File: src/rtl/fifo_rd_stream.sv
// fifo_rd_stream: drains the FIFO read port into a skid buffer and presents it as a valid/ready stream
module fifo_rd_stream #(
  parameter int DATA_WIDTH = 16,
  parameter int BUF_DEPTH  = 4,
  parameter int BURST_LEN  = 8,
  parameter int CNT_WIDTH  = 16
) (
  input  logic                  rd_clk,
  input  logic                  rst,
  input  logic                  en,
  input  logic                  fifo_empty,
  input  logic                  fifo_valid,
  input  logic [DATA_WIDTH-1:0] fifo_dout,
  output logic                  fifo_rd_en,
  output logic [DATA_WIDTH-1:0] m_data,
  output logic                  m_valid,
  input  logic                  m_ready,
  output logic                  m_last,
  output logic                  busy,
  output logic [CNT_WIDTH-1:0]  word_cnt,
  output logic                  ovf_err
);
  localparam int PW = $clog2(BUF_DEPTH);
  localparam int OW = $clog2(BUF_DEPTH + 1);
  localparam int BW = BURST_LEN > 1 ? $clog2(BURST_LEN) : 1;
  typedef enum logic [1:0] {IDLE, RUN, DRAIN} state_t;
  state_t state, state_nx;
  logic [DATA_WIDTH-1:0] mem [BUF_DEPTH];
  logic [PW-1:0] wr_ptr, rd_ptr;
  logic [OW-1:0] occ;
  logic [BW-1:0] beat_cnt;
  logic inflight, push, pop;
  function automatic logic [PW-1:0] inc(input logic [PW-1:0] p);
    return p == PW'(BUF_DEPTH - 1) ? '0 : p + 1'b1;
  endfunction
  always_comb begin
    state_nx = en ? RUN
             : state == RUN ? DRAIN
             : (state == DRAIN && (inflight || occ != '0)) ? DRAIN
             : IDLE;
  end
  // reads in flight reserve buffer space so a returning word always has a slot
  assign fifo_rd_en = !rst && state == RUN && !fifo_empty &&
                      (32'(occ) + 32'(inflight) < 32'(BUF_DEPTH));
  assign push     = fifo_valid && occ != OW'(BUF_DEPTH);
  assign m_valid  = occ != '0;
  assign pop      = m_valid && m_ready;
  assign m_data   = m_valid ? mem[rd_ptr] : '0;
  assign m_last   = m_valid && beat_cnt == BW'(BURST_LEN - 1);
  assign busy     = state != IDLE;
  always_ff @(posedge rd_clk or posedge rst) begin
    if (rst) begin
      state    <= IDLE;
      occ      <= '0;
      inflight <= 1'b0;
      beat_cnt <= '0;
      word_cnt <= '0;
      ovf_err  <= 1'b0;
      wr_ptr   <= '0;
      rd_ptr   <= '0;
    end else begin
      state    <= state_nx;
      inflight <= fifo_rd_en;
      occ      <= occ + OW'(push) - OW'(pop);
      if (push) wr_ptr <= inc(wr_ptr);
      if (pop) begin
        rd_ptr   <= inc(rd_ptr);
        beat_cnt <= beat_cnt == BW'(BURST_LEN - 1) ? '0 : beat_cnt + 1'b1;
        word_cnt <= word_cnt + 1'b1;
      end
      if (fifo_valid && !push) ovf_err <= 1'b1;
    end
  end
  always_ff @(posedge rd_clk) begin
    if (push) mem[wr_ptr] <= fifo_dout;
  end
endmodule

File: config.mk
export PLATFORM = sky130hd
export DESIGN_NAME = fifo_rd_stream
export DESIGN_NICKNAME = d
export VERILOG_FILES = /design/src/rtl/fifo_rd_stream.sv
export SDC_FILE = /design/constraint.sdc
export NUM_CORES = 1
export LEC_CHECK = 0
export ABC_AREA = 1
export CAP_MARGIN = 20
export CORE_AREA = 2 2 91 93
export CTS_CLUSTER_SIZE = 8
export DETAILED_ROUTE_END_ITERATION = 12
export DIE_AREA = 0 0 93 95
export PLACE_DENSITY = 0.74
export SLEW_MARGIN = 0
export SYNTH_ARGS = -nofsm -noshare
export SYNTH_HDL_FRONTEND = slang
export SYNTH_SLANG_ARGS = --single-unit
File: constraint.sdc
create_clock -name rd_clk -period 2.75 [get_ports rd_clk]
set_clock_uncertainty 0.15 [all_clocks]
set_input_delay 0.4125 -clock rd_clk [delete_from_list [all_inputs] [get_ports rd_clk]]
set_output_delay 0.4125 -clock rd_clk [all_outputs]
set_load 0.1 [all_outputs]
=== Word level (Yosys, flattened, before mapping) ===
Memory sizes are Yosys's and may differ from the RTL's.
Cells that the tools add are included.

* Bits of input ports: 22
* RAM bits: 64
* Word-level logic and storage cells: 46
* Memory bits (read-only): 0
* Memories: 1
* Register bits: 30
* Bits in latches: 0

{| class="wikitable"
|+ Memory list
! name !! words !! bits a word !! read ports !! clocked after memory_dff !! write ports !! line !! source
|-
| mem || 4 || 16 || 1 || 0 || 1 || 28 || <nowiki>logic [DATA_WIDTH-1:0] mem [BUF_DEPTH];</nowiki>
|}

* Reduce and logical (&&, ||, !) cells: 14
* Div/mod/pow operators: 0
* Equality and inequality tests: 6
* $lt $le $gt $ge: 1
* $mul: 0
* Bitwise gates (word level): 0
* Shift operators: 0
* Mux-type cells: 9
* $add $sub $neg: 7

{| class="wikitable"
|+ Operators with widths
! operator !! number
|-
| adder 16 x 1 -> 16 bit (second input constant) || 1
|-
| 2-to-1 mux 16 bit || 1
|-
| 2-to-1 mux 2 bit || 5
|-
| logical AND 1 bit || 8
|-
| equality test 2 bit (second input constant) || 3
|-
| adder 2 x 1 -> 2 bit (second input constant) || 2
|-
| adder 3 x 1 -> 4 bit || 1
|-
| less-than comparator 4 x 3 -> 1 bit (second input constant) || 1
|-
| adder 3 x 1 -> 3 bit || 1
|-
| adder 3 x 1 -> 3 bit (second input constant) || 1
|-
| equality test 3 bit (second input constant) || 1
|-
| logical NOT 1 bit || 3
|-
| 2-to-1 mux 3 bit || 1
|-
| != test 3 bit (second input constant) || 1
|-
| nonzero test 3 bit || 1
|-
| subtractor 3 x 1 -> 3 bit || 1
|-
| equality test 2 x 1 -> 1 bit (second input constant) || 1
|-
| 2-to-1 mux 1 bit || 2
|-
| nonzero test 2 bit || 1
|-
| logical OR 1 bit || 1
|}

=== Depth between registers and ports, before layout ===
Gate-level depths: netlist of the first run.

* Word-level depth: 6
* Gate-level depth with buffers: 10

=== Worst setup path after synthesis of the first run ===
Ideal clock, no wire load.

* Path type: reg2out
* Start point: register occ[1]
* End point: output fifo_rd_en
* Data arrival time: 3.018 ns
* Data required time: 2.188 ns
* Cell stages (with the launch flop): 5
* Slack: -0.831 ns
* Path buffers: 0
* Path through: dfrtp_1 -> ha_1 -> nand3_1 -> o21ai_0 -> a211oi_1

* Cells in the longest elaborated chain, start to end: 3

{| class="wikitable"
|+ Ends and longest elaborated chain
! what !! line !! source
|-
| start, declared || 30 || <nowiki>logic [OW-1:0] occ;</nowiki>
|-
| start signal, assigned || 64 || <nowiki>occ <= occ + OW'(push) - OW'(pop);</nowiki>
|-
| adder 3 x 1 -> 4 bit || 44 || <nowiki>(32'(occ) + 32'(inflight) < 32'(BUF_DEPTH));</nowiki>
|-
| less-than comparator 4 x 3 -> 1 bit || 44 ||
|-
| logical AND 1 bit || 43 || <nowiki>assign fifo_rd_en = !rst && state == RUN && !fifo_empty &&</nowiki>
|-
| end, declared || 14 || <nowiki>output logic fifo_rd_en,</nowiki>
|}

No other way between the ends.

=== Worst setup path after layout of the first run ===
* Start point: register rd_ptr[1]
* End point: output m_data[0]

* Cells in the longest elaborated chain, start to end: 2

{| class="wikitable"
|+ Ends and longest elaborated chain
! what !! line !! source
|-
| start, declared || 29 || <nowiki>logic [PW-1:0] wr_ptr, rd_ptr;</nowiki>
|-
| start signal, assigned || 67 || <nowiki>rd_ptr <= inc(rd_ptr);</nowiki>
|-
| memory read (4 x 16 bit) || - ||
|-
| 2-to-1 mux 16 bit || 48 || <nowiki>assign m_data = m_valid ? mem[rd_ptr] : '0;</nowiki>
|-
| end, declared || 15 || <nowiki>output logic [DATA_WIDTH-1:0] m_data,</nowiki>
|}

No other way between the ends.

==> flow_metrics.tcl, run 1 <==
set metrics [dict create \
    antenna_found_initial 0 \
    dp_hpwl_um 5150 \
    max-cap-violations 0 \
    clockBufferDepth 2 \
    cts_tree "built" \
    drive_gt1_frac 0.175 \
    synth-edff-count 64 \
    seq_area_frac_synth 0.652 \
    yosys_warnings 0 \
    drt-initial-drc-count 133 \
    max-slew-margin-rel 0.725 \
    cp-end-kind "output port" \
    diodes 0 \
    dp_cells 535 \
    cts_setup_buffers 0 \
    avgSynthCellArea_um2 10.9 \
    core_area_um2 7930 \
    grt_remaining_overflow 0 \
    worstMarginPinSlew_ps 412 \
    syn_inst 375 \
    grt_first_pass_wirelength_um 12800 \
    grt_max_degree 34 \
    yosysTopAreaCellShare 0.469 \
    yosysMostFrequentCell "nor2_1" \
    synth.area.top_cells "edfxtp_1 (47%), dfrtp_1 (18%), nor2_1 (7.6%), nand2_1 (4.4%), o21ai_0 (4.0%)" \
    finalCritPeriodShare 0.935 \
    ys_top_cells_by_count "nor2_1 (83), edfxtp_1 (64), nand2_1 (48), o21ai_0 (33), dfrtp_1 (30)" \
    clk_pin_slew_worst_paths_ps 80 \
    outcome "complete, no violations" \
    path_cells "inv_2, nor2_1, o21ai_0, a21oi_1, buf_12" \
    worst_ep_arrival_time_ps 2010 \
    dieArea_um2 8840 \
    cts_max_level 3 \
    ios 59 \
    synth_seq_cells 94 \
    path_buf_inv 2 \
    setup_tns_ps 0 \
    worst_path_max_delay_cell "dfrtp_1" \
    critPathRequiredTime_ps 2190 \
    finalNonFillerCells 551 \
    hold_viol 0 \
    wl_per_cell_um 14.3 \
    max_stage_delay_ps 590 \
    firstDrtPassIters 4 \
    clk_latency_ps 350 \
    cpLargestDelayFamily "flip-flops" \
    max_freq_mhz 389 \
    area_growth_pct 24.9 \
    die_y_um 95 \
    start_util 0.517 \
    fillers 640 \
    dr_total_vias 2802 \
    synth_area_um2 4100 \
    syn_nets 409 \
    path_max_fanout 17 \
    fin_ws_ps 180 \
    post-place-ws_ps 284 \
    postCtsResizedCells 0 \
    hold_path.class "in -> async" \
    slew_viol_final 0 \
    cts_made_buffers 9 \
    async_flop_share 0.319 \
    die_x_um 93 \
    synth_top_flop_cell "edfxtp_1" \
    cts.sinks 94 \
    cts-root-buf "clkbuf_8" \
    port_buffers 58 \
    postCtsHoldBufs 0 \
    ant_nets 0 \
    yosys.area.top_type "edfxtp_1" \
    worstSetupPathType "reg -> out" \
    rows 33 \
    drc 0 \
    min_period_ps 2570 \
    rsz0062_at_grt "no" \
    grt_use_total 0.191 \
    whs_ps 304 \
    setup-violations-final 0 \
    gp_congestion 0.852 \
    fin_nets 475 \
    start_kind "flip-flop" \
    grt_pass1_vias 2772 \
    viasPerCell 5.09 \
    finalWirelength_um 7890 \
    synth_cell_types 31 \
]
-- logic make-up after synthesis --
group | synth area share
AND/OR/NAND/NOR | 0.166
flip-flops | 0.652
AO/OA/AOI/OAI | 0.0760
buffers and inverters | 0.0439
adder cells (fa/ha/maj) | 0.0384
XOR/XNOR | 0.0235
-- flip-flops by register name (all words and copies together), names as in the netlist --
name and cells:
rd_ptr 2, beat_cnt 3, occ 3, word_cnt 16
ovf_err 1, inflight 1, wr_ptr 2, mem 64
state 2
-- metrics by stage --
step                      cell area (µm²)   util
final                                5120  0.646
after detailed placement             4940  0.624
after global routing                 5120  0.646
after CTS                            5120  0.646
after global placement               4940  0.624
after floorplan                      4110      -
-- final timing paths --
| kind | from | to | slack (ps) | depth (start not counted) |
|---|---|---|---|---|
| hold / removal | rst | inflight | 300 | 3 |
| hold reg to reg | ovf_err | ovf_err | 340 | 1 |
| setup / recovery | rd_ptr[1] | m_data[0] | 180 | 5 |
| min in group rd_clk | ovf_err | ovf_err | 340 | 1 |
| max in group asynchronous | rst | beat_cnt[1] | 1870 | 3 |
| setup reg to reg | occ[0] | occ[2] | 630 | 9 |
-- tightest hold or removal path, stage by stage --
cell	delay, ps
clkdlybuf4s50_1	410
inv_1	60
buf_4	340
-- layout make-up --
cell class / count / area (µm²) / share of cell area
Multi-Input combinational cell: 238 / 1250 / 0.245
Timing Repair Buffer: 68 / 776 / 0.152
Tap cell: 105 / 131 / 0.0257
Clock inverter: 6 / 46.3 / 0.00904
Inverter: 30 / 114 / 0.0222
Clock buffer: 10 / 128 / 0.0249
Sequential cell: 94 / 2670 / 0.522
-- layer usage --
layer / share of wire / global-route usage / wire length [µm]
met1: 0.43 / 0.242 / 3360
met2: 0.50 / 0.319 / 3960
met3: 0.058 / 0.0439 / 459
met4: 0.014 / 0.0809 / 112
met5: 0 / 0 / 0
-- cell usage in the layout, fill, tap and decap left out, types with 3 or more instances in the layout --
cell	netlist	layout
a21oi_1	20	20
buf_12	0	17
buf_4	0	30
clkbuf_8	0	9
clkdlybuf4s50_1	0	21
clkinv_4	0	3
dfrtp_1	30	30
edfxtp_1	64	64
ha_1	11	11
inv_1	26	26
inv_2	4	3
nand2_1	48	48
nand3_1	7	7
nand3b_1	3	3
nor2_1	83	83
nor2_4	3	3
o21ai_0	33	33
o21ai_1	3	3
xor2_1	9	9
Power of run 1 is not shown: default switching activity piles up to over one toggle a cycle in this logic, so the estimate is an artifact.
==> inputs of run 2 (changes only) <==
--- a/config.mk
+++ b/config.mk
@@ -11,7 +11,7 @@
 export CTS_CLUSTER_SIZE = 8
 export DETAILED_ROUTE_END_ITERATION = 12
 export DIE_AREA = 0 0 93 95
-export PLACE_DENSITY = 0.74
+export PLACE_DENSITY = 0.77
 export SLEW_MARGIN = 0
 export SYNTH_ARGS = -nofsm -noshare
 export SYNTH_HDL_FRONTEND = slang
==> flow_metrics.tcl, run 2 (synthesized netlist as in run 1, its figures left out) <==
set metrics [dict create \
    outcome "complete, no violations" \
    fin_area_um2 5140 \
    path_cells "inv_2, o21ai_0, a21oi_1, buf_12" \
    viasPerCell 5.22 \
    finalWirelength_um 8200 \
    grt_remaining_overflow 0 \
    postCtsResizedCells 0 \
    area_growth_pct 25.4 \
    cts_made_buffers 9 \
    hold_viol 0 \
    drc 0 \
    top_regs "mem x64, word_cnt x16" \
    clk_latency_ps 350 \
    start_util 0.517 \
    postCtsHoldBufs 0 \
    largest_reg_flops 64 \
    max-cap-violations 0 \
    rows 33 \
    critPathRequiredTime_ps 2190 \
    dp_hpwl_um 5350 \
    clk_pin_slew_worst_paths_ps 90 \
    ant_nets 0 \
    max_freq_mhz 389 \
    drive_gt1_frac 0.177 \
    cts-root-buf "clkbuf_8" \
    drt-initial-drc-count 136 \
    fillers 626 \
    cts_max_level 3 \
    grt_pass1_vias 2826 \
    cts_setup_buffers 0 \
    min_period_ps 2570 \
    top_register "mem" \
    clockBufferDepth 2 \
    die_x_um 93 \
    gp_congestion 0.858 \
    die_y_um 95 \
    worst_ep_arrival_time_ps 2010 \
    place_area_um2 4940 \
    dr_total_vias 2878 \
    ios 59 \
    diodes 0 \
    core_area_um2 7930 \
    rsz0062_at_grt "no" \
    cts.sinks 94 \
    start_kind "flip-flop" \
    hold_path.class "in -> async" \
    max_stage_delay_ps 500 \
    path_max_fanout 33 \
    max-slew-margin-rel 0.687 \
    firstDrtPassIters 5 \
    finalCritPeriodShare 0.935 \
    slew_viol_final 0 \
    port_buffers 58 \
    fin_nets 475 \
    wl_per_cell_um 14.9 \
    setup-violations-final 0 \
    multi_input_area_um2 1250 \
    layout_commonest_cell "nor2_1" \
    cp-end-kind "output port" \
    worst_path_max_delay_cell "dfrtp_1" \
    seq_area_um2 2670 \
    worstMarginPinSlew_ps 469 \
    dieArea_um2 8840 \
    grt_first_pass_wirelength_um 13500 \
    grt_use_total 0.202 \
    antenna_found_initial 0 \
    grt_max_degree 34 \
    worstSetupPathType "reg -> out" \
    cts_tree "built" \
    final_cell_mix "nor2_1 (83), edfxtp_1 (64), nand2_1 (48), o21ai_0 (33)" \
]
run 2: cell count changes in the layout (fill, tap and decap cells not counted), sizes merged:
cell    delta
bufinv     +1
clkinv     -3
inv        +2
run 2: final cells by class:
class	instances	area share
Timing Repair Buffer	68	0.151
Multi-Input combinational cell	238	0.244
Clock inverter	6	0.0134
Inverter	30	0.0219
Clock buffer	10	0.0248
Sequential cell	94	0.520
Tap cell	105	0.0256
run 2: final timing paths:
check                           startpoint           end  cells after the start  slack [ps]
worst max-delay path             rd_ptr[0]     m_data[8]                      4         180
worst min-delay path                   rst      state[1]                      3         300
worst max register to register      occ[0]        occ[2]                      9         610
worst min register to register     ovf_err       ovf_err                      1         330
max in group asynchronous              rst  word_cnt[14]                      3        1870
min in group rd_clk                ovf_err       ovf_err                      1         330
run 2: worst max-delay path: cells and delay by family (launching register included):
family                 cells  cell delay [ps]
flip-flops                 1              500
AO/OA/AOI/OAI              2              520
buffers and inverters      2              630
run 2: layer usage:
| layer | up-vias | track usage | wire length, µm |
|---|---|---|---|
| met5 | - | 0 | 0 |
| met4 | 0 | 0.0674 | 58 |
| met3 | 6 | 0.0495 | 360 |
| met2 | 71 | 0.356 | 4200 |
| met1 | 1421 | 0.244 | 3580 |
| li1 | 1380 | - | - |
run 2: through the flow:
stage,setup slack [ps],std cells,TNS (ps),util,hold slack [ps]
detailed placement,264,535,0,0.624,322
global placement,314,535,0,0.624,319
finish,179,551,0,0.649,301
CTS,141,551,0,0.649,305
global route,8.67,551,0,0.649,354
floorplan,-340,375,-4650,-,294
Power of run 2 is left out for the same reason.
==> inputs of run 3 (changes only) <==
--- a/config.mk
+++ b/config.mk
@@ -6,7 +6,6 @@
 export NUM_CORES = 1
 export LEC_CHECK = 0
 export ABC_AREA = 1
-export CAP_MARGIN = 20
 export CORE_AREA = 2 2 91 93
 export CTS_CLUSTER_SIZE = 8
 export DETAILED_ROUTE_END_ITERATION = 12
==> results of run 3 <==
Final layout, timing and power as in run 2 (identical DEF).
Power of run 3 is left out for the same reason.
